[src/rtl/seq_pattern_detector_if.sv]
// Serial lane + configuration bundle for seq_pattern_detector.
// The master drives the stream and config; the slave (detector) returns o_find/o_count.
interface seq_pattern_detector_if #(
  parameter int PAT_W = 16,
  parameter int LEN_W = $clog2(PAT_W + 1),
  parameter int CNT_W = 8
);
  // Handshake: i_data is consumed on every rising edge where i_valid=1 and i_cfg_load=0.
  // The detector always accepts, so there is no ready/backpressure path.
  logic             i_valid;
  logic             i_data;
  logic             i_cfg_load;
  logic [PAT_W-1:0] i_pattern;
  logic [LEN_W-1:0] i_len;
  logic             i_overlap;
  logic             o_find;
  logic [CNT_W-1:0] o_count;

  modport master (
    output i_valid, i_data, i_cfg_load, i_pattern, i_len, i_overlap,
    input  o_find, o_count
  );

  modport slave (
    input  i_valid, i_data, i_cfg_load, i_pattern, i_len, i_overlap,
    output o_find, o_count
  );
endinterface

[src/rtl/seq_pattern_detector.sv]
// Runtime-programmable serial pattern detector with overlap/non-overlap matching.
// Define SEQDET_MATCH_CNT_EN to build the saturating match counter; otherwise o_count is 0.
module seq_pattern_detector #(
  parameter int PAT_W = 16,
  parameter int CNT_W = 8
) (
  input logic                   i_clk,
  input logic                   i_rst,
  seq_pattern_detector_if.slave bus
);
  localparam int LEN_W = $clog2(PAT_W + 1);

  logic [PAT_W-1:0] pat_q, pat_d;
  logic [PAT_W-1:0] hist_q, hist_d, hist_shift, mask;
  logic [LEN_W-1:0] len_q, len_d;
  logic [LEN_W-1:0] fill_q, fill_d, fill_inc;
  logic             ovl_q, ovl_d;
  logic             find_q, find_d;
  logic             accept, len_ok, match;

  assign accept     = bus.i_valid & ~bus.i_cfg_load;
  assign hist_shift = {hist_q[PAT_W-2:0], bus.i_data};
  // Out-of-range lengths never match rather than being truncated to PAT_W.
  assign len_ok     = (len_q != '0) && (int'(len_q) <= PAT_W);
  assign fill_inc   = (fill_q < len_q) ? fill_q + LEN_W'(1) : fill_q;

  always_comb begin
    mask = '0;
    for (int i = 0; i < PAT_W; i++) begin
      mask[i] = (i < int'(len_q));
    end
  end

  assign match = accept && len_ok && (fill_inc >= len_q) &&
                 (((hist_shift ^ pat_q) & mask) == '0);

  always_comb begin
    pat_d  = pat_q;
    len_d  = len_q;
    ovl_d  = ovl_q;
    hist_d = hist_q;
    fill_d = fill_q;
    find_d = match;
    if (bus.i_cfg_load) begin
      pat_d  = bus.i_pattern;
      len_d  = bus.i_len;
      ovl_d  = bus.i_overlap;
      hist_d = '0;
      fill_d = '0;
    end else if (bus.i_valid) begin
      hist_d = hist_shift;
      fill_d = (match && !ovl_q) ? '0 : fill_inc;
    end
  end

  always_ff @(posedge i_clk) begin
    if (i_rst) begin
      pat_q  <= '0;
      len_q  <= '0;
      ovl_q  <= 1'b1;
      hist_q <= '0;
      fill_q <= '0;
      find_q <= 1'b0;
    end else begin
      pat_q  <= pat_d;
      len_q  <= len_d;
      ovl_q  <= ovl_d;
      hist_q <= hist_d;
      fill_q <= fill_d;
      find_q <= find_d;
    end
  end

  assign bus.o_find = find_q;

`ifdef SEQDET_MATCH_CNT_EN
  logic [CNT_W-1:0] cnt_q, cnt_d;

  always_comb begin
    cnt_d = cnt_q;
    if (bus.i_cfg_load) begin
      cnt_d = '0;
    end else if (match && (cnt_q != '1)) begin
      cnt_d = cnt_q + CNT_W'(1);
    end
  end

  always_ff @(posedge i_clk) begin
    if (i_rst) begin
      cnt_q <= '0;
    end else begin
      cnt_q <= cnt_d;
    end
  end

  assign bus.o_count = cnt_q;
`else
  assign bus.o_count = '0;
`endif

endmodule

[src/flat_wrapper.sv]
// flat-port wrapper written by rule: the top's interface ports become plain ports
module seq_pattern_detector_flat 
#(
  parameter int PAT_W = 16,
  parameter int CNT_W = 8
)
  (i_clk, i_rst, bus_i_valid, bus_i_data, bus_i_cfg_load, bus_i_pattern, bus_i_len, bus_i_overlap, bus_o_find, bus_o_count);
  seq_pattern_detector_if #(.PAT_W(PAT_W), .LEN_W(($clog2(PAT_W + 1))), .CNT_W(CNT_W)) bus_i ();
  input logic i_clk;
  input logic i_rst;
  input wire logic [$bits(bus_i.i_valid)-1:0] bus_i_valid;
  input wire logic [$bits(bus_i.i_data)-1:0] bus_i_data;
  input wire logic [$bits(bus_i.i_cfg_load)-1:0] bus_i_cfg_load;
  input wire logic [$bits(bus_i.i_pattern)-1:0] bus_i_pattern;
  input wire logic [$bits(bus_i.i_len)-1:0] bus_i_len;
  input wire logic [$bits(bus_i.i_overlap)-1:0] bus_i_overlap;
  output wire logic [$bits(bus_i.o_find)-1:0] bus_o_find;
  output wire logic [$bits(bus_i.o_count)-1:0] bus_o_count;
  assign bus_i.i_valid = bus_i_valid;
  assign bus_i.i_data = bus_i_data;
  assign bus_i.i_cfg_load = bus_i_cfg_load;
  assign bus_i.i_pattern = bus_i_pattern;
  assign bus_i.i_len = bus_i_len;
  assign bus_i.i_overlap = bus_i_overlap;
  assign bus_o_find = bus_i.o_find;
  assign bus_o_count = bus_i.o_count;
  seq_pattern_detector #(.PAT_W(PAT_W), .CNT_W(CNT_W)) u_core (.i_clk(i_clk), .i_rst(i_rst), .bus(bus_i));
endmodule
[config.mk]
export PLATFORM = sky130hd
export DESIGN_NAME = seq_pattern_detector_flat
export DESIGN_NICKNAME = d
export VERILOG_FILES = /design/src/rtl/seq_pattern_detector_if.sv /design/src/rtl/seq_pattern_detector.sv /design/src/flat_wrapper.sv
export SDC_FILE = /design/constraint.sdc
export NUM_CORES = 1
export LEC_CHECK = 0
export BUFFER_PORTS_ARGS = -buffer_cell sky130_fd_sc_hd__buf_2
export CORE_MARGIN = 8
export CORE_UTILIZATION = 55
export DETAILED_ROUTE_END_ITERATION = 16
export MAX_ROUTING_LAYER = met4
export PLACE_DENSITY = 0.85
export SLEW_MARGIN = 15
export SYNTH_ARGS = -nofsm -noshare
export SYNTH_HDL_FRONTEND = slang
export SYNTH_SLANG_ARGS = --single-unit
[constraint.sdc]
create_clock -name i_clk -period 7.1 [get_ports i_clk]
set_clock_uncertainty 0.2 [all_clocks]
set_input_delay 1.065 -clock i_clk [delete_from_list [all_inputs] [get_ports i_clk]]
set_output_delay 1.065 -clock i_clk [all_outputs]
set_load 0.01 [all_outputs]
-- Word-level counts from Yosys, hierarchy flattened
Cells that the tools add are included.
- flip-flop bits (word level): 43
- bits of input ports: 27
- output and inout port bits: 9
- logic and storage cells: 41
- $add $sub $neg: 1
- order comparisons: 19
- mux-type cells: 2
- bitwise logic cells: 4
- reductions and logical operators: 9
- operators with widths (cell ; number):
    $lt 4x5->1 const A ; 8
    $lt 3x5->1 const A ; 4
    $and 16x16->16 ; 1
    $logic_not 16->1 ; 1
    $xor 16x16->16 ; 1
    $lt 1x5->1 const A ; 2
    $lt 2x5->1 const A ; 2
    $mux 5 ; 2
    $add 5x1->5 const B ; 1
    $ge 5x5->1 ; 1
    $le 5x5->1 const B ; 1
    $logic_and 1x1->1 ; 5
    $lt 5x5->1 ; 1
    $reduce_bool 5->1 ; 1
    $reduce_or 2->1 ; 1
    $and 1x1->1 ; 1
    $logic_not 1->1 ; 1
    $not 1->1 ; 1

-- Depth between registers and ports, before layout
Gate-level depths: netlist (run 1).
- word-level depth: 7
- mapped depth: 15
- mapped depth without buffers: 14

-- Worst setup path before layout (run 1)
Ideal clock, no wire load.
- path type: reg2reg
- start point: register u_core.len_q[2]
- end point: register u_core.fill_q[4]
- setup time: 0.134 ns
- arrival time: 2.916 ns
- required time: 6.766 ns
- path slack: 3.850 ns
- cell stages (with the launch flop): 15
- buffers on the path: 1
- period minus slack after synthesis: 3.250 ns
- cell sequence: dfxtp_1 clkbuf_1 inv_1 ha_1 a21oi_1 o21ai_0 a31oi_2 mux2_2 ha_1 nand2_1 o21ai_0 a21o_1 a21oi_1 nor4_4 a211oi_1
- word-level cells in the longest chain between the ends: 7
- elaborated cells on any way between the ends: 29
- ends and longest elaborated chain (what ; line ; source):
    from (decl) ; seq_pattern_detector.sv:15 ; logic [LEN_W-1:0] len_q, len_d;
    from (signal assigned) ; seq_pattern_detector.sv:66 ; len_q <= len_d;
    $lt 5x5->1 (tied with other cells) ; seq_pattern_detector.sv:25 ; assign fill_inc = (fill_q < len_q) ? fill_q + LEN_W'(1) : fill_q;
    $mux 5 / $logic_and 1x1->1 (equally long branches) ; seq_pattern_detector.sv:25, seq_pattern_detector.sv:24 ;
    $ge 5x5->1 / $logic_and 1x1->1 (equally long branches) ; seq_pattern_detector.sv:34 ; assign match = accept && len_ok && (fill_inc >= len_q) &&
    $logic_and 1x1->1 (2 in series) ; seq_pattern_detector.sv:34 ;
    $logic_and 1x1->1 ; seq_pattern_detector.sv:52 ; fill_d = (match && !ovl_q) ? '0 : fill_inc;
    $mux 5 (*) ; seq_pattern_detector.sv:52 ;
    to (signal assigned) ; seq_pattern_detector.sv:69 ; fill_q <= fill_d;
    to (decl) ; seq_pattern_detector.sv:16 ; logic [LEN_W-1:0] fill_q, fill_d, fill_inc;
Mark *: on every way between the ends. The rest lies on a longest branch, timed or not.
A chain may end at the register's enable or synchronous reset.

-- Worst setup path after layout (run 1)
- start point: register u_core.len_q[2]
- end point: register u_core.fill_q[0]
The elaborated chain is that of the path after synthesis.

==> key figures, run 1 <==
Status
  – Outcome: complete, no violations

Synthesis
  – Largest cells by area after synthesis: dfxtp_1 38%, mux2i_1 17%, nor2_1 6.4%, xnor2_1 5.9%, ha_1 5.6%
  – Synth Area in XOR/XNOR: around 9.0%
  – Post-synthesis mux area share: approximately 17%
  – Adder-Cell Fraction of Synth Area: 6.03%
  – Synth Area in Compound Gates: between 8 and 9%
  – Main combinational cell family by area after synthesis: multiplexers
  – Post-Synth Simple-Gate Area: 14.7%
  – YS warnings: 0
  – Synth Instances: between 200 and 250
  – Syn Std Cell Area: 0.00224 sq mm
  – #FFs+latches synth: 43
  – Post-synthesis cell type count: 37
  – Mean Syn Cell Area: ~9.3 sq um
  – Area leader, netlist: dfxtp_1
  – Post-synthesis sequential area ratio: just under 40%
  – Top cell type's share of synthesized area: between 30% and 40%

Setup path
  – R2R depth: 13
  – Worst EP arrival: between 3 and 4 ns
  – Delay-heaviest family, CP: compound AO/OA/AOI/OAI gates
  – Worst EP required: ~7 ns
  – CP Launch Type: register
  – CP cell instances: inv_1 -> ha_1 -> a21oi_1 -> o21ai_0 -> a31oi_2 -> mux2_2 -> ha_1 -> nand2_1 -> o21ai_0 -> a21o_1 -> a21oi_1 -> nor4_4 -> nor3_1
  – Worst reg2reg path startpoint: u_core.len_q[2]
  – Crit-path max FO: 11
  – Critical-path top delay cell: dfxtp_1
  – FF-to-FF End: u_core.fill_q[0]
  – Critical Path Max Stage Delay: 0.54 ns
  – Setup crit end kind: register
  – Crit path kind: register to register
  – R2r setup slk: between 3 and 4 ns
  – CP Buf/Inv Count: 1

Final layout
  – Design Area, Final: between 0.002 and 0.0025 sq mm
  – Antenna diodes: 0
  – Commonest cells after routing, fill and taps aside: 43 x dfxtp_1, 38 x nor2_1, 37 x mux2i_1, 27 x buf_2, 15 x xnor2_1
  – Commonest non-fill, non-tap cell in the layout: dfxtp_1
  – Nets@finish: 299
  – Share of layout cells above drive strength 1: approximately 15%
  – Area grow syn2layout: 10.1%

Clock tree
  – CTS Hold Bufs: 0
  – Worst-Skew Late Latency: around 0.29 ns
  – Postcts setup bufs: 0
  – Root Driver: clkbuf_8
  – H-tree levels: 2
  – Max Root-Sink Buffers: 2
  – CTS Buf Count: 5
  – Count of cells resized by post-cts repair: 0
  – Clock transition at the registers of the reported paths: about 0.08 ns
  – TritonCTS clock tree: built
  – CTS Sinks: 43

Global route
  – Initial antenna violation count: 0
  – Vias in the first global route: 1683
  – Pin count of the biggest net entering global routing: 26
  – Total gr overflow: 0
  – GRT Util Overall: ~15%
  – First-pass GRT wire length: between 7 and 8 mm

STA
  – Tightest Pin Transition: 0.693 ns
  – Tmin final: roughly 3.5 ns
  – Tcrit/Tclk final: about half
  – Slew Viols, Final: 0
  – Rel. slew slack: a little over half
  – Endpoints failing setup: 0
  – Final count of hold timing violations: 0
  – Post-Route Setup TNS: 0 ns
  – RSZ-0062 raised after global routing: false
  – FMAX: between 200 and 300 MHz

Power
  – Power Total: a little over 0.5 mW
  – Net switching power: roughly 0.13 mW
  – Comb power frac: around an eighth
  – Clock power frac: between 30 and 40%
  – Peak VDD IR: between 100 and 150 uV
  – Power Density: ~210 mW/mm^2
  – Leakage power: ~1.1 nW
  – Switching Share: around a quarter
  – Cell Int Power: a little under 0.4 mW
  – Seq pwr share: around 50%

Drt
  – Routed WL: between 4 and 5 mm
  – 1st-iter DRT viols: 76
  – Drt first pass iters: 5
  – DRC Markers: 0
  – Antenna-violating nets left: 0
  – DR vias/cell: 5.44
  – Wire per inst: 14.1 microns
  – Vias: roughly 1700

Place
  – Area after DPL: roughly 0.0023 sq mm
  – Port bufs: 27
  – HPWL Detailed: approximately 3.2 mm
  – Global placer's final weighted congestion: between 0.9 and 1

Hold path
  – Worst hold start: u_core.pat_q[12]
  – Hold EP: u_core.pat_q[12]
  – Worst Hold Path Cells: 2
  – Min-delay worst type: register to register

Floorplan
  – Die Area: 0.00637 sq mm
  – Die X: between 70 and 80 microns
  – I/O Pins: 36
  – Core Area: approximately 0.004 sq mm
  – FP Rows: 23
  – Die Y: 79.8 microns
  – Initial Util: about 56%

Run
  – Max Cap Viol: 0
power by group through the flow:
| stage | combinational, mW | clock [mW] | sequential [mW] |
|---|---|---|---|
| final | 0.0648 | 0.195 | 0.259 |
| after global routing | 0.0724 | 0.211 | 0.260 |
| after CTS | 0.0649 | 0.197 | 0.259 |
| after detailed placement | 0.0644 | 0 | 0.264 |
| after global placement | 0.0631 | 0 | 0.264 |
| after floorplan | 0.0560 | 0 | 0.260 |
cell families (layout without fill, tap and decap cells):
kind of cell | Yosys count | count (layout)
AO/OA/AOI/OAI | 29 | 29
XOR/XNOR | 23 | 23
adder cells (fa/ha/maj) | 11 | 11
buffers and inverters | 26 | 40
flip-flops | 43 | 43
multiplexers | 38 | 38
other | 1 | 8
AND/OR/NAND/NOR | 71 | 71
tightest hold or removal path, stage by stage (launching register included):
cell,delay [ns]
dfxtp_1,0.34
mux2i_1,0.07
nor2_1,0.08
registers in the layout, summed over array words and instances, names as in the netlist:
name and cells:
u_core.bus.o_find 1, u_core.pat_q 16, u_core.len_q 5, u_core.hist_q 15, u_core.fill_q 5, u_core.ovl_q 1
per-stage QoR:
stage | util (%) | hold slack, ns | setup slack [ns] | cells
after global routing | 62.1 | 0.352 | 3.29 | 313
after detailed placement | 59.1 | 0.311 | 3.66 | 305
final | 62.1 | 0.325 | 3.59 | 313
after global placement | 59.1 | 0.296 | 3.77 | 305
after CTS | 62.1 | 0.329 | 3.64 | 313
after floorplan | - | 0.281 | 3.85 | 249
cell type report:
| cell class | count | area [sq um] |
|---|---|---|
| fillers | 331 | 1510 |
| clock buffers | 6 | 82.6 |
| well taps | 50 | 62.6 |
| flip-flops and latches | 43 | 861 |
| multi-input cells | 180 | 1270 |
| clock inverters | 2 | 35.0 |
| inverters | 5 | 18.8 |
| repair buffers | 27 | 135 |
worst max path at each step:
stage | cells past startpoint | endpoint | slack, ns | startpoint
after CTS | 13 | u_core.fill_q[0] | 3.64 | u_core.len_q[2]
after global placement | 13 | u_core.fill_q[4] | 3.77 | u_core.len_q[2]
after global routing | 14 | u_core.fill_q[4] | 3.29 | u_core.len_q[1]
after detailed placement | 13 | u_core.fill_q[0] | 3.66 | u_core.len_q[2]
final | 13 | u_core.fill_q[0] | 3.59 | u_core.len_q[2]
after floorplan | 14 | u_core.fill_q[4] | 3.85 | u_core.len_q[2]
Yosys cell counts:
cell type / n
dfxtp_1: 43
nor2_1: 38
mux2i_1: 37
xnor2_1: 15
clkbuf_1: 10
ha_1: 10
nand2_1: 9
a21oi_1: 8
buf_4: 8
xor2_1: 8
o21ai_0: 7
inv_1: 5
nand3_1: 5
nor3_1: 5
nor2b_1: 4
a211oi_1: 2
a21o_1: 2
buf_1: 2
nor4_1: 2
o2111ai_1: 2
o211ai_1: 2
or2_2: 2
or3_1: 2
a211o_1: 1
a222oi_1: 1
a31oi_2: 1
and3_1: 1
buf_6: 1
conb_1: 1
maj3_1: 1
mux2_2: 1
nand4_1: 1
nor4_4: 1
o211a_1: 1
o21bai_1: 1
o22ai_1: 1
or4_1: 1
per-layer routing:
metal	wire [microns]	up-vias	GRT usage (%)
met5	0	-	-
met4	70	0	6.36
met3	182	6	4.73
met2	2200	40	25.0
met1	1970	800	16.9
li1	-	858	-
No activity file was read; power rests on OpenSTA's default activity.
==> run 2, diff against run 1 <==
==> constraint.sdc (replaced) <==
create_clock -name i_clk -period 3.58 [get_ports i_clk]
set_clock_uncertainty 0.2 [all_clocks]
set_input_delay 0.537 -clock i_clk [delete_from_list [all_inputs] [get_ports i_clk]]
set_output_delay 0.537 -clock i_clk [all_outputs]
set_load 0.01 [all_outputs]
==> run 2 against run 1 <==
Effect of this change: total power increased by 89%; wire length increased by 3.8%; global-route usage decreased by 0.092 points; sequential share of layout area about the same; critical endpoint is now u_core.fill_q[3]; die area unchanged.
==> key figures, run 2 (synthesis gave the netlist of run 1 again) <==
Final layout
  – Biggest regs: u_core.pat_q x16, u_core.hist_q x15
  – Antenna diodes: 0 (unchanged)
  – Final core occ: 62.3% (+0.16 points)
  – Area grow syn2layout: 10.3%
  – Commonest cells after routing, fill and taps aside: 42 x dfxtp_1, 38 x nor2_1, 37 x mux2i_1, 27 x buf_2, 15 x xnor2_1
  – Top reg by flops: u_core.pat_q
  – Commonest non-fill, non-tap cell in the layout: dfxtp_1
  – Max reg flops: 16 (unchanged)
  – Design Area, Final: 0.00247 sq mm (+0.25%)
  – Share of layout cells above drive strength 1: 16.2% (+0.96 points)
  – Nets@finish: 302 (+1.0%)
  – Post-Layout Cell Count: 316 (+0.96%)
  – Layout filler cell count: 344 (+3.9%)

STA
  – Post-Route Setup TNS: 0 ns (unchanged)
  – Slew Viols, Final: 0 (unchanged)
  – RSZ-0062 raised after global routing: false
  – Tcrit/Tclk final: 90.1% (+41 points)
  – FMAX: 310 MHz (+8.8%)
  – Tmin final: 3.22 ns (-0.283 ns)
  – Tightest Pin Transition: 0.696 ns (+0.00338 ns)
  – Rel. slew slack: 53.6% (-0.23 points)
  – Final count of hold timing violations: 0 (unchanged)
  – Endpoints failing setup: 0 (unchanged)
  – Min setup slack post-route: 0.356 ns (-3.24 ns)

Setup path
  – CP Buf/Inv Count: 1 (unchanged)
  – Setup crit end kind: register
  – Worst EP arrival: 3.19 ns (-0.29 ns)
  – CP cell instances: inv_1 -> ha_1 -> a21o_1 -> a31oi_2 -> mux2_2 -> ha_1 -> nand2_1 -> o21ai_0 -> a21o_1 -> a21oi_1 -> nor4_4 -> nor3_1
  – R2r setup slk: 0.36 ns (-3.24 ns)
  – Worst EP required: 3.55 ns (-3.52 ns)
  – Crit path kind: register to register
  – Crit-path max FO: 8 (-3)
  – Critical Path Max Stage Delay: 0.47 ns (-0.07 ns)
  – Worst reg2reg path startpoint: u_core.len_q[4]
  – CP Launch Type: register
  – Crit. Startpoint: u_core.len_q[4]
  – Delay-heaviest family, CP: compound AO/OA/AOI/OAI gates
  – Critical-path top delay cell: dfxtp_1
  – R2R depth: 12 (-1)
  – FF-to-FF End: u_core.fill_q[3]

Floorplan
  – Die X: 79.8 microns (unchanged)
  – Initial Util: 56.4% (unchanged)
  – Die Y: 79.8 microns (unchanged)
  – Core Area: 0.00397 sq mm (unchanged)
  – Die Area: 0.00637 sq mm (unchanged)
  – FP Rows: 23 (unchanged)
  – I/O Pins: 36 (unchanged)

Global route
  – Initial antenna violation count: 0 (unchanged)
  – Vias in the first global route: 1655 (-1.7%)
  – GRT Util Overall: 15.2% (-0.092 points)
  – Pin count of the biggest net entering global routing: 26 (unchanged)
  – First-pass GRT wire length: 7.60 mm (+0.45%)
  – Total gr overflow: 0 (unchanged)

Clock tree
  – CTS Buf Count: 5 (unchanged)
  – TritonCTS clock tree: built
  – Postcts setup bufs: 0 (unchanged)
  – H-tree levels: 2 (unchanged)
  – Clock transition at the registers of the reported paths: 0.08 ns (about the same)
  – CTS Sinks: 43 (unchanged)
  – Root Driver: clkbuf_8
  – Worst-Skew Late Latency: 0.29 ns (about the same)
  – Max Root-Sink Buffers: 2 (unchanged)

Power
  – Peak VDD IR: 259 uV (+87%)
  – Leakage power: 1.11 nW (+0.49%)
  – Power Density: 397 mW/mm^2 (+89%)

Hold path
  – Hold EP: u_core.len_q[0]
  – Min-delay worst type: input port to register
  – Worst Hold Path Cells: 3 (+1)
  – Worst hold start: bus_i_len[0]

Place
  – Area after DPL: 0.00237 sq mm (+0.96%)
  – Placement Setup Slack: 0.304 ns (-3.35 ns)
  – Port bufs: 27 (unchanged)
  – Inst Count DP: 308 (+0.98%)
  – HPWL Detailed: 3.30 mm (+1.6%)
  – Global placer's final weighted congestion: 0.871 (-5.0%)

Drt
  – DRC Markers: 0 (unchanged)
  – 1st-iter DRT viols: 100 (+32%)
  – Routed WL: 4.60 mm (+3.8%)
  – Antenna-violating nets left: 0 (unchanged)
  – Vias: 1683 (-1.2%)
  – Drt first pass iters: 4 (-1)
  – DR vias/cell: 5.33 (-2.2%)
  – Wire per inst: 14.5 microns (+2.8%)

Run
  – Max Cap Viol: 0 (unchanged)

Status
  – Outcome: complete, no violations
run 2: final cells by class:
type / count / area, sq um / share of cell area [%]
Timing Repair Buffer: 30 / 158 / 6.38
Sequential cell: 43 / 862 / 34.9
Clock buffer: 8 / 100 / 4.05
Multi-Input combinational cell: 180 / 1270 / 51.4
Inverter: 5 / 18.8 / 0.759
Tap cell: 50 / 62.6 / 2.53
run 2: through the flow:
stage	power (mW)	hold WS, ns
2_1_floorplan	0.626	0.281
3_3_place_gp	0.653	0.296
3_5_place_dp	0.657	0.312
4_1_cts	0.989	0.269
5_1_grt	1.03	0.272
6_report	0.982	0.270
run 2: where the power goes:
part	switching, mW	internal [mW]	total, mW
registers	0.0168	0.494	0.511
clock network	0.158	0.176	0.334
logic	0.0739	0.0628	0.137
run 2: worst max path at each step:
stage	endpoint	slack, ns	depth (start not counted)
floorplan	u_core.fill_q[4]	0.33	14
global placement	u_core.fill_q[4]	0.45	13
detailed placement	u_core.fill_q[4]	0.30	13
CTS	u_core.fill_q[4]	0.30	13
global route	u_core.fill_q[4]	0.11	13
finish	u_core.fill_q[3]	0.36	12
run 2: tightest hold or removal path, delay by kind of cell:
kind	cells	cell delay, ns
buffers and inverters	1	0.07
and+or+nand+nor	1	0.07
muxes	1	0.05
run 2: timing repair:
item                       in CTS  in global routing
resized for setup               0                  1
hold endpoints to repair        0                  0
hold buffers                    0                  0
setup endpoints to repair       0                  4
run 2: layer usage:
layer / GRT usage (%) / vias up / wire (microns)
li1: - / 861 / -
met1: 17.4 / 767 / 2070
met2: 25.3 / 49 / 2230
met3: 2.82 / 6 / 218
met4: 6.73 / 0 / 69
met5: - / - / 0
